File: src/rtl/popcount_decode_4.sv
// popcount_decode_4: emits every 4-bit code of weight k (or 4-k when inverted), ascending, one per i_READY handshake.
// One candidate per edge starting the edge after START; the slot holds under stall; o_INDEX when POPCOUNT_DECODE_INDEX_EN.
module popcount_decode_4 (
  input  logic       i_CLK,
  input  logic       i_RST,
  input  logic       i_START,
  input  logic [2:0] i_COUNT,
  input  logic       i_INVERSE,
  input  logic       i_READY,
  output logic       o_VALID,
  output logic [3:0] o_PATTERN,
  output logic       o_LAST,
  output logic       o_BUSY,
`ifdef POPCOUNT_DECODE_INDEX_EN
  output logic [2:0] o_INDEX,
`endif
  output logic       o_ERROR
);

  typedef enum logic {IDLE, RUN} state_t;

  state_t     state;
  logic [3:0] cand;
  logic [2:0] target;
  logic       final_loaded;

  logic [2:0] cand_ones;
  logic [3:0] final_code;
  logic       slot_free;
  logic       cand_match;
  logic       cand_final;
  logic       accept_last;

  always_comb begin
    cand_ones = 3'(cand[0]) + 3'(cand[1]) + 3'(cand[2]) + 3'(cand[3]);
    // Largest code of a given weight: its ones packed into the MSBs
    case (target)
      3'd0:    final_code = 4'b0000;
      3'd1:    final_code = 4'b1000;
      3'd2:    final_code = 4'b1100;
      3'd3:    final_code = 4'b1110;
      default: final_code = 4'b1111;
    endcase
    slot_free   = !o_VALID || i_READY;
    cand_match  = (cand_ones == target);
    cand_final  = (cand == final_code);
    accept_last = o_VALID && o_LAST && i_READY;
  end

  always_ff @(posedge i_CLK or posedge i_RST) begin
    if (i_RST) begin
      state        <= IDLE;
      cand         <= 4'd0;
      target       <= 3'd0;
      final_loaded <= 1'b0;
      o_VALID      <= 1'b0;
      o_PATTERN    <= 4'd0;
      o_LAST       <= 1'b0;
      o_BUSY       <= 1'b0;
      o_ERROR      <= 1'b0;
`ifdef POPCOUNT_DECODE_INDEX_EN
      o_INDEX      <= 3'd0;
`endif
    end else begin
      o_ERROR <= 1'b0;
      case (state)
        IDLE: begin
          if (i_START) begin
            if (i_COUNT > 3'd4) begin
              o_ERROR <= 1'b1;
            end else begin
              target       <= i_INVERSE ? (3'd4 - i_COUNT) : i_COUNT;
              cand         <= 4'd0;
              final_loaded <= 1'b0;
              o_BUSY       <= 1'b1;
              state        <= RUN;
`ifdef POPCOUNT_DECODE_INDEX_EN
              o_INDEX      <= 3'd0;
`endif
            end
          end
        end
        RUN: begin
`ifdef POPCOUNT_DECODE_INDEX_EN
          if (o_VALID && i_READY)
            o_INDEX <= o_INDEX + 3'd1;
`endif
          if (accept_last) begin
            o_VALID <= 1'b0;
            o_LAST  <= 1'b0;
            o_BUSY  <= 1'b0;
            state   <= IDLE;
          end else if (slot_free && !final_loaded) begin
            if (cand_match) begin
              o_PATTERN    <= cand;
              o_VALID      <= 1'b1;
              o_LAST       <= cand_final;
              final_loaded <= cand_final;
            end else begin
              o_VALID <= 1'b0;
            end
            // Freeze on the final match so the candidate never wraps past 15
            if (!(cand_match && cand_final))
              cand <= cand + 4'd1;
          end
        end
        default: state <= IDLE;
      endcase
    end
  end

endmodule

File: config.mk
export PLATFORM = sky130hd
export DESIGN_NAME = popcount_decode_4
export DESIGN_NICKNAME = d
export VERILOG_FILES = /design/src/rtl/popcount_decode_4.sv
export SDC_FILE = /design/constraint.sdc
export NUM_CORES = 1
export LEC_CHECK = 0
export ABC_AREA = 1
export CORE_UTILIZATION = 52
export DETAILED_ROUTE_END_ITERATION = 16
export GPL_TIMING_DRIVEN = 0
export PLACE_DENSITY = 0.78
export SYNTH_ARGS = -nofsm -noshare
export SYNTH_HDL_FRONTEND = slang
export SYNTH_SLANG_ARGS = --single-unit
File: constraint.sdc
create_clock -name i_CLK -period 3 [get_ports i_CLK]
set_input_delay 0.3 -clock i_CLK [delete_from_list [all_inputs] [get_ports i_CLK]]
set_output_delay 0.3 -clock i_CLK [all_outputs]
set_load 0.01 [all_outputs]
==> impl_results.md, run 1 <==
* Vias per cell at 4.99
* Clk sink count at 17
* Post-synthesis cell count at 130
* Max rail drop VDD at 0.712 mV
* Initial Util at 0.567
* Net count after synthesis at 143
* Share of synthesized flip-flops with an asynchronous set or reset at 1.00
* Sum Neg Setup Slack at 0 ps
* Lkg Pwr at between 0.6 and 0.7 nW
* Ratio of cells with drive above 1 in the final layout at 0.0738
* Total iterations of the first detailed-routing run at 4
* Initial antenna violation count at 0
* Avg Inst Size Synth at 7.69 sq um
* Crit path DAT at approximately 2800 ps
* Vias at 869
* Number of global-route vias before repair at 758
* Count leader, synth: nand2_1
* CTS clock-pin slew for the worst setup and hold paths at roughly 100 ps
* Clk_skew at roughly 4.7 ps
* Final antenna-violating net count at 0
* Share of the yosys chip area belonging to registers at 0.426
* Final Hold Viols at 0
* Fin crit period at 2590 ps
* Final wirelength at 1940 microns
* Non-filler cells, final at 174
* Final core occ at 0.684
* # DRC at 0
* Hold Crit Class: in2async
* Mapped Area at 1000 sq um
* Max-cap violations at 0
* Max_slew headroom at 0.569
* FF-to-FF Start: cand[0]$_DFFE_PP0P_
* Placed cells at 170
* Clock Path Buffers at 2
* Fin crit share at 0.862
* Endpoints failing setup at 0
* Status: finished, final reports clean
* CTS Buf Count at 3
* Chip Height at 45.8 microns
* Yosys warnings at 0
* Clk_lat worst skew at roughly 290 ps
* CTS tree: done
* Maximum clock rate at ~390 MHz
* WS Path Type: reg2reg
* Largest net degree at the start of global routing at 18
* First-pass GRT wire length at 3160 microns
* Ports at 16
* RSZ-0062 raised after global routing: false
* Synthesis-stage register bit count at 17
* Number of synthesized flops with an enable pin at 0
* GRT Util Overall at 0.214
* Commonest cells in the synthesized netlist: nand2_1 (40), dfrtp_1 (17), inv_1 (17)
* Die width at 45.8 microns
* Crit. End Element: register
* CP startpoint: cand[0]$_DFFE_PP0P_
* Synth Flop Type: dfrtp_1
* Crit start category: register
* Core Box Area at 1760 sq um
* Hold buffer count at cts at 0
* Fin Hold WS at 392 ps
* Synth top area share at 0.426
* # rows at 15
* NumNets Final at 163
* N_diodes at 0
* Top cell type by total area after synthesis: dfrtp_1
* Post-synth cell types at 22
* CTS H-tree lvls at 1
* CTS resizes at 0
* CTS root buf: clkbuf_4
* Placed wire-length estimate at 1530 microns
* Port Buffers at 15
* Area Growth Syn to Fin at 20.8%
* Final slew viol count at 0
* Post-CTS setup buffers at 0
* GP Congestion at 0.817
* Worst slew pin tran at 646 ps
* Per-cell routed wire length at 11.1 microns
* PD cells at roughly 1100 nW/um^2
* Die area at ~2100 sq um
* Number of fill cells at around 170
* Crit Path Max Fanout at 10
* Area contributors post-synth: dfrtp_1 (43%), nand2_1 (15%), inv_1 (6.4%), nor2_1 (5.3%), ha_1 (5.0%)
* DRT iter0 DRCs at 21
* Grt ovf at 0
* Worst Path Required at 3230 ps
[final cells by class]
cell class	count	area [sq um]	area share
well taps	25	31.3	0.0259
inverters	19	71.3	0.0591
clock buffers	4	26.3	0.0218
multi-input cells	94	503	0.417
repair buffers	15	150	0.124
flip-flops and latches	17	425	0.352
[layout by cell type, fill, tap and decap left out]
| master | Yosys | routed |
|---|---|---|
| a21oi_1 | 1 | 1 |
| a21oi_2 | 1 | 1 |
| clkbuf_1 | 0 | 1 |
| clkbuf_4 | 0 | 3 |
| clkdlybuf4s50_1 | 0 | 15 |
| dfrtp_1 | 17 | 17 |
| fa_1 | 1 | 1 |
| ha_1 | 4 | 4 |
| inv_1 | 17 | 17 |
| inv_2 | 2 | 2 |
| nand2_1 | 40 | 40 |
| nand2_2 | 1 | 1 |
| nand3_1 | 10 | 10 |
| nand3_2 | 2 | 2 |
| nand3_4 | 1 | 1 |
| nand3b_1 | 1 | 1 |
| nor2_1 | 14 | 14 |
| nor2_4 | 1 | 1 |
| nor3_1 | 1 | 1 |
| o21ai_0 | 9 | 9 |
| o21ai_1 | 1 | 1 |
| o31ai_1 | 1 | 1 |
| or2_1 | 1 | 1 |
| xnor2_1 | 1 | 1 |
| xor2_1 | 3 | 3 |
[where the power goes]
part           total, mW  internal (mW)  switching, mW
logic              0.744          0.303          0.441
clock network      0.120         0.0517         0.0683
registers          0.417          0.323         0.0933
[routing by layer]
layer | track usage | up-vias | part of all wire
met1 | 0.282 | 407 | 0.47
met4 | 0.106 | 0 | 0.022
met5 | 0 | - | 0
met3 | 0.0238 | 4 | 0.022
li1 | - | 446 | -
met2 | 0.346 | 12 | 0.49
[worst max-delay path, stage by stage (launching register included)]
cell and delay, ps:
dfrtp_1 480, inv_1 110, fa_1 540, inv_1 40, ha_1 180, ha_1 310
nand2_1 70, nand2_1 50, inv_1 40, nand2_1 70, nor2_4 150, nand3_4 150
or2_1 270, nand2_1 70
[per-stage QoR]
stage               instance area [sq um]  setup slack, ps  power, mW
floorplan                            1000              689      0.951
global placement                     1180              512       1.12
detailed placement                   1180              447       1.16
CTS                                  1210              413       1.29
global route                         1210              238       1.41
finish                               1210              415       1.28
[cell families (layout without fill, tap and decap cells)]
kind of cell               after synthesis  in the layout  synth area share
buffers and inverters                   19             38            0.0713
and+or+nand+nor                         72             72             0.327
DFF                                     17             17             0.426
adders and majority gates                5              5            0.0701
AOI/OAI and AO/OA                       13             13            0.0713
xor gates and xnor gates                 4              4            0.0351
[flip-flops by register name (all words and copies together), names as in the netlist]
name	count
cand	4
o_VALID	1
state	1
o_LAST	1
o_PATTERN	4
o_BUSY	1
o_ERROR	1
final_loaded	1
target	3
[final timing paths]
| kind | to | slack (ps) | cells after the start |
|---|---|---|---|
| min in group i_CLK | o_PATTERN[2]$_DFFE_PP0P_ | 490 | 2 |
| min reg2reg | o_PATTERN[2]$_DFFE_PP0P_ | 490 | 2 |
| max in group asynchronous | o_ERROR$_DFF_PP0_ | 2190 | 2 |
| min | cand[3]$_DFFE_PP0P_ | 390 | 2 |
| max | o_LAST$_DFFE_PP0P_ | 410 | 13 |
| max reg2reg | o_LAST$_DFFE_PP0P_ | 410 | 13 |
Note: power is estimated with default switching activity, not from simulation.
==> run 2, diff against run 1 <==
Settings changed: CELL_PAD_IN_SITES_DETAIL_PLACEMENT set to 1, CELL_PAD_IN_SITES_GLOBAL_PLACEMENT set to 1, CORE_UTILIZATION 52 to 38, PLACE_DENSITY 0.78 to unset, PLACE_DENSITY_LB_ADDON set to 0.1.
==> run 2 against run 1 <==
Compared with the run above:
- critical endpoint is now final_loaded$_DFFE_PP0P_
- die area up 35%
- non-clock buffer count stayed put
- global-route usage fell by 2.0 points
- via count is 2.8% higher
- first-iteration DRC count fell by 48%
- clock skew decreased by 0.80 ps
- critical path type unchanged
==> impl_results.md, run 2 (synthesis results as in run 1) <==
* Status: finished, final reports clean
* RSZ-0062 raised after global routing: false
* Vias at 893 (+2.8%)
* Fin crit share at 0.873 (+0.0115)
* CTS tree: done
* Fin Hold WS at 398 ps (+6.15 ps)
* DRT iter0 DRCs at 11 (-48%)
* # DRC at 0 (unchanged)
* Number of global-route vias before repair at 929 (+23%)
* Ratio of cells with drive above 1 in the final layout at 0.0805 (+0.00671)
* Fin crit period at 2620 ps (+34.6 ps)
* Post-CTS setup buffers at 0 (unchanged)
* Ports at 16 (unchanged)
* Commonest non-fill, non-tap cell in the layout: nand2_1
* Clk_skew at 3.90 ps (-0.805 ps)
* Total iterations of the first detailed-routing run at 4 (unchanged)
* Cell area after layout at 1210 sq um (+0.62%)
* Routing usage on met1 at 0.208 (-0.0735)
* N_diodes at 0 (unchanged)
* GR peak layer: met2
* Crit start category: register
* Worst Path Required at 3240 ps (about the same)
* Chip Height at 53.3 microns (+16%)
* Met3 usage at 0.0345 (+0.0107)
* CTS root buf: clkbuf_4
* Per-cell routed wire length at 12.9 microns (+16%)
* PD cells at 1070 nW/um^2 (+0.64%)
* DP Worst Slack at 381 ps (-65.7 ps)
* Maximum clock rate at 382 MHz (-1.3%)
* Crit path DAT at 2860 ps (+40 ps)
* Clock Path Buffers at 2 (unchanged)
* Largest net degree at the start of global routing at 18 (unchanged)
* Hold buffer count at cts at 0 (unchanged)
* Clk sink count at 17 (unchanged)
* M2 GR Usage at 0.367 (+0.0202)
* Die width at 53.3 microns (+16%)
* R2R Setup Slk at 380 ps (-30 ps)
* Largest regs: cand x4, o_PATTERN x4, target x3
* Max_slew headroom at 0.547 (-0.0218)
* Area Growth Syn to Fin at 21.5%
* Highest-count cells in the layout ignoring fill and taps: nand2_1 (40), inv_1 (17), dfrtp_1 (17)
* Initial antenna violation count at 0 (unchanged)
* DP Area at 1190 sq um (+0.53%)
* Core Box Area at 2480 sq um (+40%)
* Worst slew pin tran at 678 ps (+32.7 ps)
* Vias per cell at 4.99 (-0.11%)
* Die area at 2840 sq um (+35%)
* NumNets Final at 163 (unchanged)
* CTS resizes at 0 (unchanged)
* Final wirelength at 2310 microns (+20%)
* Hold Crit Class: in2async
* Final Hold Viols at 0 (unchanged)
* Max rail drop VDD at 0.517 mV (-27%)
* Port Buffers at 15 (unchanged)
* Max-cap violations at 0 (unchanged)
* Sum Neg Setup Slack at 0 ps (unchanged)
* CTS H-tree lvls at 1 (unchanged)
* CTS clock-pin slew for the worst setup and hold paths at 110 ps (about the same)
* Lkg Pwr at 0.626 nW (+0.44%)
* GRT Util Overall at 0.195 (-0.0196)
* Final core occ at 0.490 (-0.194)
* Initial Util at 0.404 (-0.163)
* Placed wire-length estimate at 1830 microns (+20%)
* Endpoints failing setup at 0 (unchanged)
* GP Congestion at 0.800 (-2.1%)
* Crit Path Max Fanout at 10 (unchanged)
* Setup ws final at 380 ps (-34.6 ps)
* Final antenna-violating net count at 0 (unchanged)
* Final slew viol count at 0 (unchanged)
* Clk_lat worst skew at 290 ps (about the same)
* Crit. End Element: register
* # rows at 18 (+3)
* CTS Buf Count at 3 (unchanged)
* Grt ovf at 0 (unchanged)
* WS Path Type: reg2reg
* First-pass GRT wire length at 3860 microns (+22%)
run 2: cell types whose count changed in the layout (fill, tap and decap cells not counted), sizes merged:
cell and delta:
clkinv +1, clkbuf -1
run 2: through the flow:
step | power [mW] | instances
after global placement | 1.15 | 175
final | 1.30 | 179
after floorplan | 0.951 | 130
after CTS | 1.32 | 179
after detailed placement | 1.19 | 175
after global routing | 1.45 | 179
run 2: report_power, final:
part | leakage (nW) | switching (mW) | total (mW) | internal [mW]
logic | 0.395 | 0.448 | 0.749 | 0.301
registers | 0.213 | 0.0996 | 0.423 | 0.323
clock network | 0.0177 | 0.0757 | 0.125 | 0.0496
total | 0.626 | 0.623 | 1.30 | 0.674
run 2: path summary, 6_finish.rpt:
check / start / endpoint / cells after the start
max: cand[0]$_DFFE_PP0P_ / final_loaded$_DFFE_PP0P_ / 13
max reg2reg: cand[0]$_DFFE_PP0P_ / final_loaded$_DFFE_PP0P_ / 13
max in group asynchronous: i_RST / o_PATTERN[2]$_DFFE_PP0P_ / 2
min: i_RST / o_BUSY$_DFFE_PP0P_ / 2
min in group i_CLK: o_PATTERN[2]$_DFFE_PP0P_ / o_PATTERN[2]$_DFFE_PP0P_ / 2
min reg2reg: o_PATTERN[2]$_DFFE_PP0P_ / o_PATTERN[2]$_DFFE_PP0P_ / 2
run 2: layout make-up:
type	instances	area [sq um]
clock buffer	3	22.5
clock inverter	1	5.00
fill	329	1260
inverter	19	71.3
multi-input combinational	94	503
sequential	17	425
tap	30	37.5
timing repair buffer	15	150
run 2: worst max-delay path, cell delays in order (launching register included):
cell and delay [ps]:
dfrtp_1 490, inv_1 120, fa_1 540, inv_1 40, ha_1 170, ha_1 300, nand2_1 70, nand2_1 50
inv_1 50, nand2_1 70, nor2_4 170, nand3_4 150, or2_1 270, nand2_1 60
run 2: routing by layer:
metal | vias to the layer above | wire length (microns)
li1 | 446 | -
met1 | 428 | 1030
met2 | 15 | 1190
met3 | 4 | 61
met4 | 0 | 31
met5 | - | 0
